File: src/rtl/cic_dec_shifter_seq.sv
// Gain normaliser behind the 4-stage CIC decimator.
// A small FSM turns the decimation rate into the CIC bit growth ceil(4*log2(R)).
// Each strobed wide sample is rounded half-up, shifted right by that growth,
// saturated to BW bits and registered (one clock of latency).
module cic_dec_shifter_seq #(
  parameter int BW         = 16,
  parameter int MAXBITGAIN = 28
) (
  input  logic                       clock,
  input  logic                       reset_n,
  input  logic [7:0]                 rate,
  input  logic                       strobe_in,
  input  logic [BW+MAXBITGAIN-1:0]   signal_in,
  output logic                       strobe_out,
  output logic [BW-1:0]              signal_out,
  output logic                       sat_out,
  output logic [4:0]                 shift,
  output logic                       busy
);

  localparam int IW = BW + MAXBITGAIN;  // input width
  localparam int XW = IW + 1;           // one guard bit for the rounding add

  localparam logic signed [XW-1:0] LP_MAX = XW'((2 ** (BW - 1)) - 1);
  localparam logic signed [XW-1:0] LP_MIN = ~LP_MAX;

  typedef enum logic [2:0] {S_IDLE, S_SQ1, S_SQ2, S_ENC, S_LOAD} state_t;

  state_t         r_state;
  logic [7:0]     r_rate_q;
  logic [35:0]    r_p;
  logic [5:0]     r_g;
  logic [4:0]     r_shift;
  logic           r_busy;
  logic           r_strobe_out;
  logic [BW-1:0]  r_signal_out;
  logic           r_sat_out;

  logic [8:0]     w_r;
  logic [17:0]    w_sq;
  logic [35:0]    w_p4;
  logic [35:0]    w_pm1;
  logic [5:0]     w_g;
  logic [4:0]     w_g_clamp;

  logic signed [XW-1:0] w_x_ext;
  logic signed [XW-1:0] w_round;
  logic signed [XW-1:0] w_x;
  logic signed [XW-1:0] w_y;
  logic [BW-1:0]        w_out;
  logic                 w_sat;
  logic                 w_take;

  // R = rate_q + 1 squared twice gives R^4 (up to 2^32 for R = 256)
  assign w_r   = {1'b0, r_rate_q} + 9'd1;
  assign w_sq  = {9'd0, w_r} * {9'd0, w_r};
  assign w_p4  = {18'd0, r_p[17:0]} * {18'd0, r_p[17:0]};
  assign w_pm1 = r_p - 36'd1;

  // Bit length of R^4 - 1: smallest g with 2^g >= R^4
  always_comb begin
    w_g = '0;
    for (int i = 0; i < 36; i++) begin
      if (w_pm1[i]) w_g = 6'(i + 1);
    end
  end

  assign w_g_clamp = (r_g > 6'(MAXBITGAIN)) ? 5'(MAXBITGAIN) : r_g[4:0];

  // Shift FSM: any rate change restarts the computation from SQ1
  always_ff @(posedge clock or negedge reset_n) begin
    if (!reset_n) begin
      r_state  <= S_SQ1;
      r_rate_q <= '0;
      r_p      <= '0;
      r_g      <= '0;
      r_shift  <= 5'(MAXBITGAIN);
      r_busy   <= 1'b1;
    end else if (rate != r_rate_q) begin
      r_rate_q <= rate;
      r_state  <= S_SQ1;
      r_busy   <= 1'b1;
    end else begin
      case (r_state)
        S_SQ1: begin
          r_p     <= {18'd0, w_sq};
          r_state <= S_SQ2;
        end
        S_SQ2: begin
          r_p     <= w_p4;
          r_state <= S_ENC;
        end
        S_ENC: begin
          r_g     <= w_g;
          r_state <= S_LOAD;
        end
        S_LOAD: begin
          r_shift <= w_g_clamp;
          r_busy  <= 1'b0;
          r_state <= S_IDLE;
        end
        default: r_state <= S_IDLE;
      endcase
    end
  end

  // Round half-up, arithmetic shift, then clamp to the signed BW-bit range
  assign w_x_ext = {signal_in[IW-1], signal_in};
  assign w_round = (r_shift != 5'd0) ? ({{(XW-1){1'b0}}, 1'b1} << (r_shift - 5'd1)) : '0;
  assign w_x     = w_x_ext + w_round;
  assign w_y     = w_x >>> r_shift;
  assign w_take  = strobe_in & ~r_busy;

  always_comb begin
    w_out = w_y[BW-1:0];
    w_sat = 1'b0;
    if (w_y > LP_MAX) begin
      w_out = LP_MAX[BW-1:0];
      w_sat = 1'b1;
    end else if (w_y < LP_MIN) begin
      w_out = LP_MIN[BW-1:0];
      w_sat = 1'b1;
    end
  end

  // Output register: sample held between strobes, sat and strobe are pulses
  always_ff @(posedge clock or negedge reset_n) begin
    if (!reset_n) begin
      r_strobe_out <= 1'b0;
      r_signal_out <= '0;
      r_sat_out    <= 1'b0;
    end else begin
      r_strobe_out <= w_take;
      if (w_take) begin
        r_signal_out <= w_out;
        r_sat_out    <= w_sat;
      end else begin
        r_sat_out    <= 1'b0;
      end
    end
  end

  assign strobe_out = r_strobe_out;
  assign signal_out = r_signal_out;
  assign sat_out    = r_sat_out;
  assign shift      = r_shift;
  assign busy       = r_busy;

endmodule

File: config.mk
export PLATFORM = sky130hd
export DESIGN_NAME = cic_dec_shifter_seq
export DESIGN_NICKNAME = d
export VERILOG_FILES = /design/src/rtl/cic_dec_shifter_seq.sv
export SDC_FILE = /design/constraint.sdc
export NUM_CORES = 1
export LEC_CHECK = 0
export BUFFER_PORTS_ARGS = -buffer_cell sky130_fd_sc_hd__buf_2
export CAP_MARGIN = 20
export CORE_ASPECT_RATIO = 2
export CORE_MARGIN = 2
export CORE_UTILIZATION = 35
export DETAILED_ROUTE_END_ITERATION = 7
export PLACE_DENSITY = 0.56
export SLEW_MARGIN = 15
export SYNTH_ARGS = -nofsm -noshare
export SYNTH_HDL_FRONTEND = slang
export SYNTH_SLANG_ARGS = --single-unit
export TNS_END_PERCENT = 30
File: constraint.sdc
create_clock -name clock -period 6.8 [get_ports clock]
set_input_delay 1.02 -clock clock [delete_from_list [all_inputs] [get_ports clock]]
set_output_delay 1.02 -clock clock [all_outputs]
set_load 0.02 [all_outputs]
### Word level (Yosys, flattened, before mapping)

Cells that the tools add are included.

* output and inout bits: 24
* register bits: 77
* input bits: 55
* word-level logic and storage cells: 82

* $add $sub $neg: 4
* reduce and logical (&&, ||, !) cells: 6
* bitwise operators: 3
* shifts and indexed selects: 2
* multiplexer cells: 48
* eq/ne operators: 5
* $lt $le $gt $ge: 3
* multipliers: 2

Operators with widths (count)
* $mux 6: 33
* $pmux 36 s2: 1
* $add 44x45->45: 1
* $gt 45x16->1 const B: 1
* $lt 45x16->1 const B: 1
* $mux 45: 1
* $shl 1x5->45 const A: 1
* $sshr 45x5->45: 1
* $mul 18x18->36: 1
* $sub 36x1->36 const B: 1
* $mux 16: 2
* $mul 9x9->18: 1
* $add 8x1->9 const B: 1
* $pmux 3 s3: 1
* $ne 8x8->1: 1
* $eq 3x2->1 const B: 2
* $gt 6x5->1 const B: 1
* $mux 1: 6
* $reduce_and 2->1: 3
* $mux 5: 1
* $reduce_bool 5->1: 1
* $sub 5x1->5 const B: 1
* $mux 2: 2
* $reduce_bool 2->1: 2
* 5 further kinds: 6

### Logic depth before layout (Yosys ltp)

* depth after elaboration: 37
* mapped depth: 30

### Least setup slack after synthesis

Ideal clock, no wire load.

* kind: flip-flop to flip-flop
* start: register r_p[3]
* end: register r_p[35]
* period minus slack after synthesis: 7063 ps
* library setup time: 134 ps
* arrival: 6929 ps
* data required time: 6666 ps
* cell stages (with the launch flop): 26
* setup slack: -263 ps
* path through: dfrtp_1 -> clkbuf_1 -> clkbuf_1 -> nand2_1 -> fa_1 -> inv_1 -> fa_1 -> inv_1 -> fa_1 -> fa_1 -> inv_1 -> fa_1 -> fa_1 -> ha_1 -> nand3_1 -> a21oi_1 -> o31ai_1 -> o2111ai_1 -> o211ai_1 -> a21oi_1 -> o41ai_1 -> o21ai_0 -> or3_1 -> a31oi_1 -> xnor2_1 -> o21ai_0

* word-level cells in the longest chain between the ends: 2

RTL lines
* from (decl): line 31 `logic [35:0] r_p;`
* from (signal assigned): line 86 `r_p <= {18'd0, w_sq};`
* from (signal assigned): line 90 `r_p <= w_p4;`
* $mul 18x18->36: line 57 `assign w_p4 = {18'd0, r_p[17:0]} * {18'd0, r_p[17:0]};`
* $pmux 36 s2: line 84 `case (r_state)`

No other way between the ends.
A chain may end at the register's enable or synchronous reset.

### Final worst setup path

Same ends and word-level chain as after synthesis.

==> load_flow_metrics.sql <==
INSERT INTO impl_metrics (metric_group, metric, value, unit) VALUES
('synthesis', 'synth_async_sr_flop_share', '1.00', ''),
('placement', 'gp_routability_congestion', '1.02', ''),
('floorplanning', 'floorplan.initialDensity', '0.354', ''),
('timing', 'timing.final.hold_violations', '0', ''),
('cells_and_area', 'filler_cells_inserted', '5964', ''),
('synthesis', 'synthesis.area_per_instance', '7.97', 'µm²'),
('clock_network', 'ctsLongestPathBuffers', '2', ''),
('setup_path', 'critPathMostFrequentCell', 'fa_1', ''),
('clock_network', 'clk_pin_slew', '0.08', 'ns'),
('clock_network', 'cts_tree', 'built', ''),
('clock_network', 'cts-root-buf', 'clkbuf_16', ''),
('floorplanning', 'die_height', '346', 'µm'),
('setup_path', 'path_length_in_cells_of_the_critical_path', '25', ''),
('grt', 'gr-usage-all-layers', '0.261', ''),
('clock_network', 'cts_hold_repair.buffers', '0', ''),
('timing', 'tightest_slew', '1.06', 'ns'),
('synthesis', 'combinational_family_with_the_most_area_after_synthesis', 'adder cells', ''),
('floorplanning', 'top_level_ports', '79', ''),
('min_path', 'min-delay-path-class', 'primary input to asynchronous set/reset pin', ''),
('setup_path', 'path_buf_inv', '6', ''),
('setup_path', 'critPathMaxStageDelay', '0.57', 'ns'),
('timing', 'final.min_clock_period', '6.78', 'ns'),
('setup_path', 'worstPathMaxFanout', '3', ''),
('synthesis', 'synth_ff_type', 'dfrtp_1', ''),
('setup_path', 'crit_type', 'register to register', ''),
('synthesis', 'synth_edf_count', '0', ''),
('grt', 'grt_pass1_vias', '21500', ''),
('synthesis', 'syn-cell-area', '20500', 'µm²'),
('timing', 'fraction_of_the_cycle_the_final_worst_path_needs', '0.997', ''),
('setup_path', 'rrSetupSlack', '0.02', 'ns'),
('synthesis', 'synth_seq_cells', '76', ''),
('synthesis', 'gate_count_of_the_mapped_netlist', '2574', ''),
('run_status', 'run_status', 'finished, final reports clean', ''),
('floorplanning', 'rows', '125', ''),
('timing', 'total_setup_violations_reported_at_the_end_of_the_flow', '0', ''),
('setup_path', 'worst-r2r-cell-count', '25', ''),
('routing', 'routed_wl', '79900', 'µm'),
('routing', 'drc_errors', '0', ''),
('routing', 'route.detailed.wl_per_inst', '22.6', 'µm'),
('synthesis', 'synth_xor_xnor_area_share', '0.0414', ''),
('cells_and_area', 'drive_gt1_frac', '0.174', ''),
('setup_path', 'crit_path_end_kind', 'register', ''),
('clock_network', 'cts_made_buffers', '9', ''),
('clock_network', 'clk-insertion-delay-late', '0.39', 'ns'),
('timing', 'relSlewSlack', '0.289', ''),
('floorplanning', 'fp.dieW', '175', 'µm'),
('cells_and_area', 'nNetsFinal', '3242', ''),
('grt', 'number_of_antenna_violations_at_the_first_check_in_global_routing', '0', ''),
('cells_and_area', 'final_common_cell', 'inv_1', ''),
('clock_network', 'clkSinkCount', '76', ''),
('grt', 'grt_start_max_net_pins', '62', ''),
('routing', 'drt_pre_antenna_iters', '5', ''),
('cells_and_area', 'antenna_cells', '0', ''),
('placement', 'pre_cts_ws', '-0.274', 'ns'),
('timing', 'setup_repair_after_global_routing_missed_its_margin', 'yes', ''),
('setup_path', 'worst_r2r_endpoint', 'r_p[35]', ''),
('timing', 'final-max-slew-violation-count', '0', ''),
('setup_path', 'worstPathRequired', '7.03', 'ns'),
('floorplanning', 'die-area', '60700', 'µm²'),
('setup_path', 'worst-endpoint-arrival', '7.01', 'ns'),
('job', 'max_cap_violations', '0', ''),
('timing', 'max_freq', '147', 'MHz'),
('cells_and_area', 'regArea', '1920', 'µm²'),
('setup_path', 'cpLargestDelayFamily', 'adder cells', ''),
('synthesis', 'portion_of_the_post_synthesis_area_used_by_sequential_elements', '0.0930', ''),
('clock_network', 'htree_num_levels', '3', ''),
('cells_and_area', 'final_cell_mix', 'inv_1 (293), nand2_1 (253), buf_4 (225)', ''),
('placement', 'number_of_buffer_cells_added_on_primary_ports', '78', ''),
('setup_path', 'critical_path.reg2reg.startpoint', 'r_p[3]', ''),
('placement', 'post_dp_cell_area', '23100', 'µm²'),
('setup_path', 'critical-path-slowest-cell', 'fa_1', '');
-- worst max-delay path by stage --
stage | to | slack (ns)
2_1_floorplan | r_p[32] | -0.05
3_3_place_gp | r_p[34] | -0.20
3_5_place_dp | r_p[34] | -0.27
4_1_cts | signal_out[1] | 0.01
5_1_grt | r_p[35] | -0.17
6_report | r_p[35] | 0.02
-- repair_timing --
action	4_1_cts	5_1_grt
resized for setup	9	88
pin swaps	9	39
setup buffers	2	10
setup endpoints to repair	5	26
-- area by class of cell --
class,instances,area share
clock inverter,5,0.00263
timing repair buffer,316,0.0944
sequential,76,0.0805
clock buffer,11,0.00977
multi-input combinational,2058,0.724
inverter,308,0.0485
tap,762,0.0400
-- kinds of logic (layout without fill, tap and decap cells) --
| family | count (synthesis) | in the layout |
|---|---|---|
| XOR/XNOR | 97 | 97 |
| AND/OR/NAND/NOR | 833 | 833 |
| multiplexers | 78 | 78 |
| flip-flops | 76 | 76 |
| buffers and inverters | 444 | 640 |
| AO/OA/AOI/OAI | 625 | 625 |
| adder cells (fa/ha/maj) | 419 | 419 |
| other | 2 | 6 |
-- cell usage after synthesis, types with 38 or more instances --
cell,count,area [µm²]
nand2_1,262,983
a21o_1,38,285
nand3_1,69,345
fa_1,225,4500
and2_1,77,482
inv_1,301,1130
a21oi_1,134,671
o21ai_0,128,641
dfrtp_1,71,1780
nor3_1,51,255
xnor2_1,68,596
nor2_1,213,800
ha_1,193,2410
mux2i_1,50,500
clkbuf_1,98,368
-- metrics by stage --
step,instances,util,hold slack [ns]
5_1_grt,3536,0.411,0.502
3_5_place_dp,3508,0.398,0.469
4_1_cts,3526,0.403,0.486
6_report,3536,0.411,0.485
3_3_place_gp,3508,0.398,0.467
2_1_floorplan,2578,-,0.469
-- state kept, by name, summed over array words and instances (netlist names) --
signal and flops:
busy 1, r_g 6, r_p 35, r_rate_q 8
r_state 3, sat_out 1, shift 5, signal_out 16
strobe_out 1
-- layer usage --
metal	up-vias	global-route usage	wire length, µm
met5	-	0	0
met4	0	0.195	7070
met3	252	0.0240	2800
met2	658	0.526	45200
met1	9865	0.231	24900
li1	9311	-	-
Power is not shown: default switching activity piles up to over one toggle a cycle in this logic, so the estimate is an artifact.
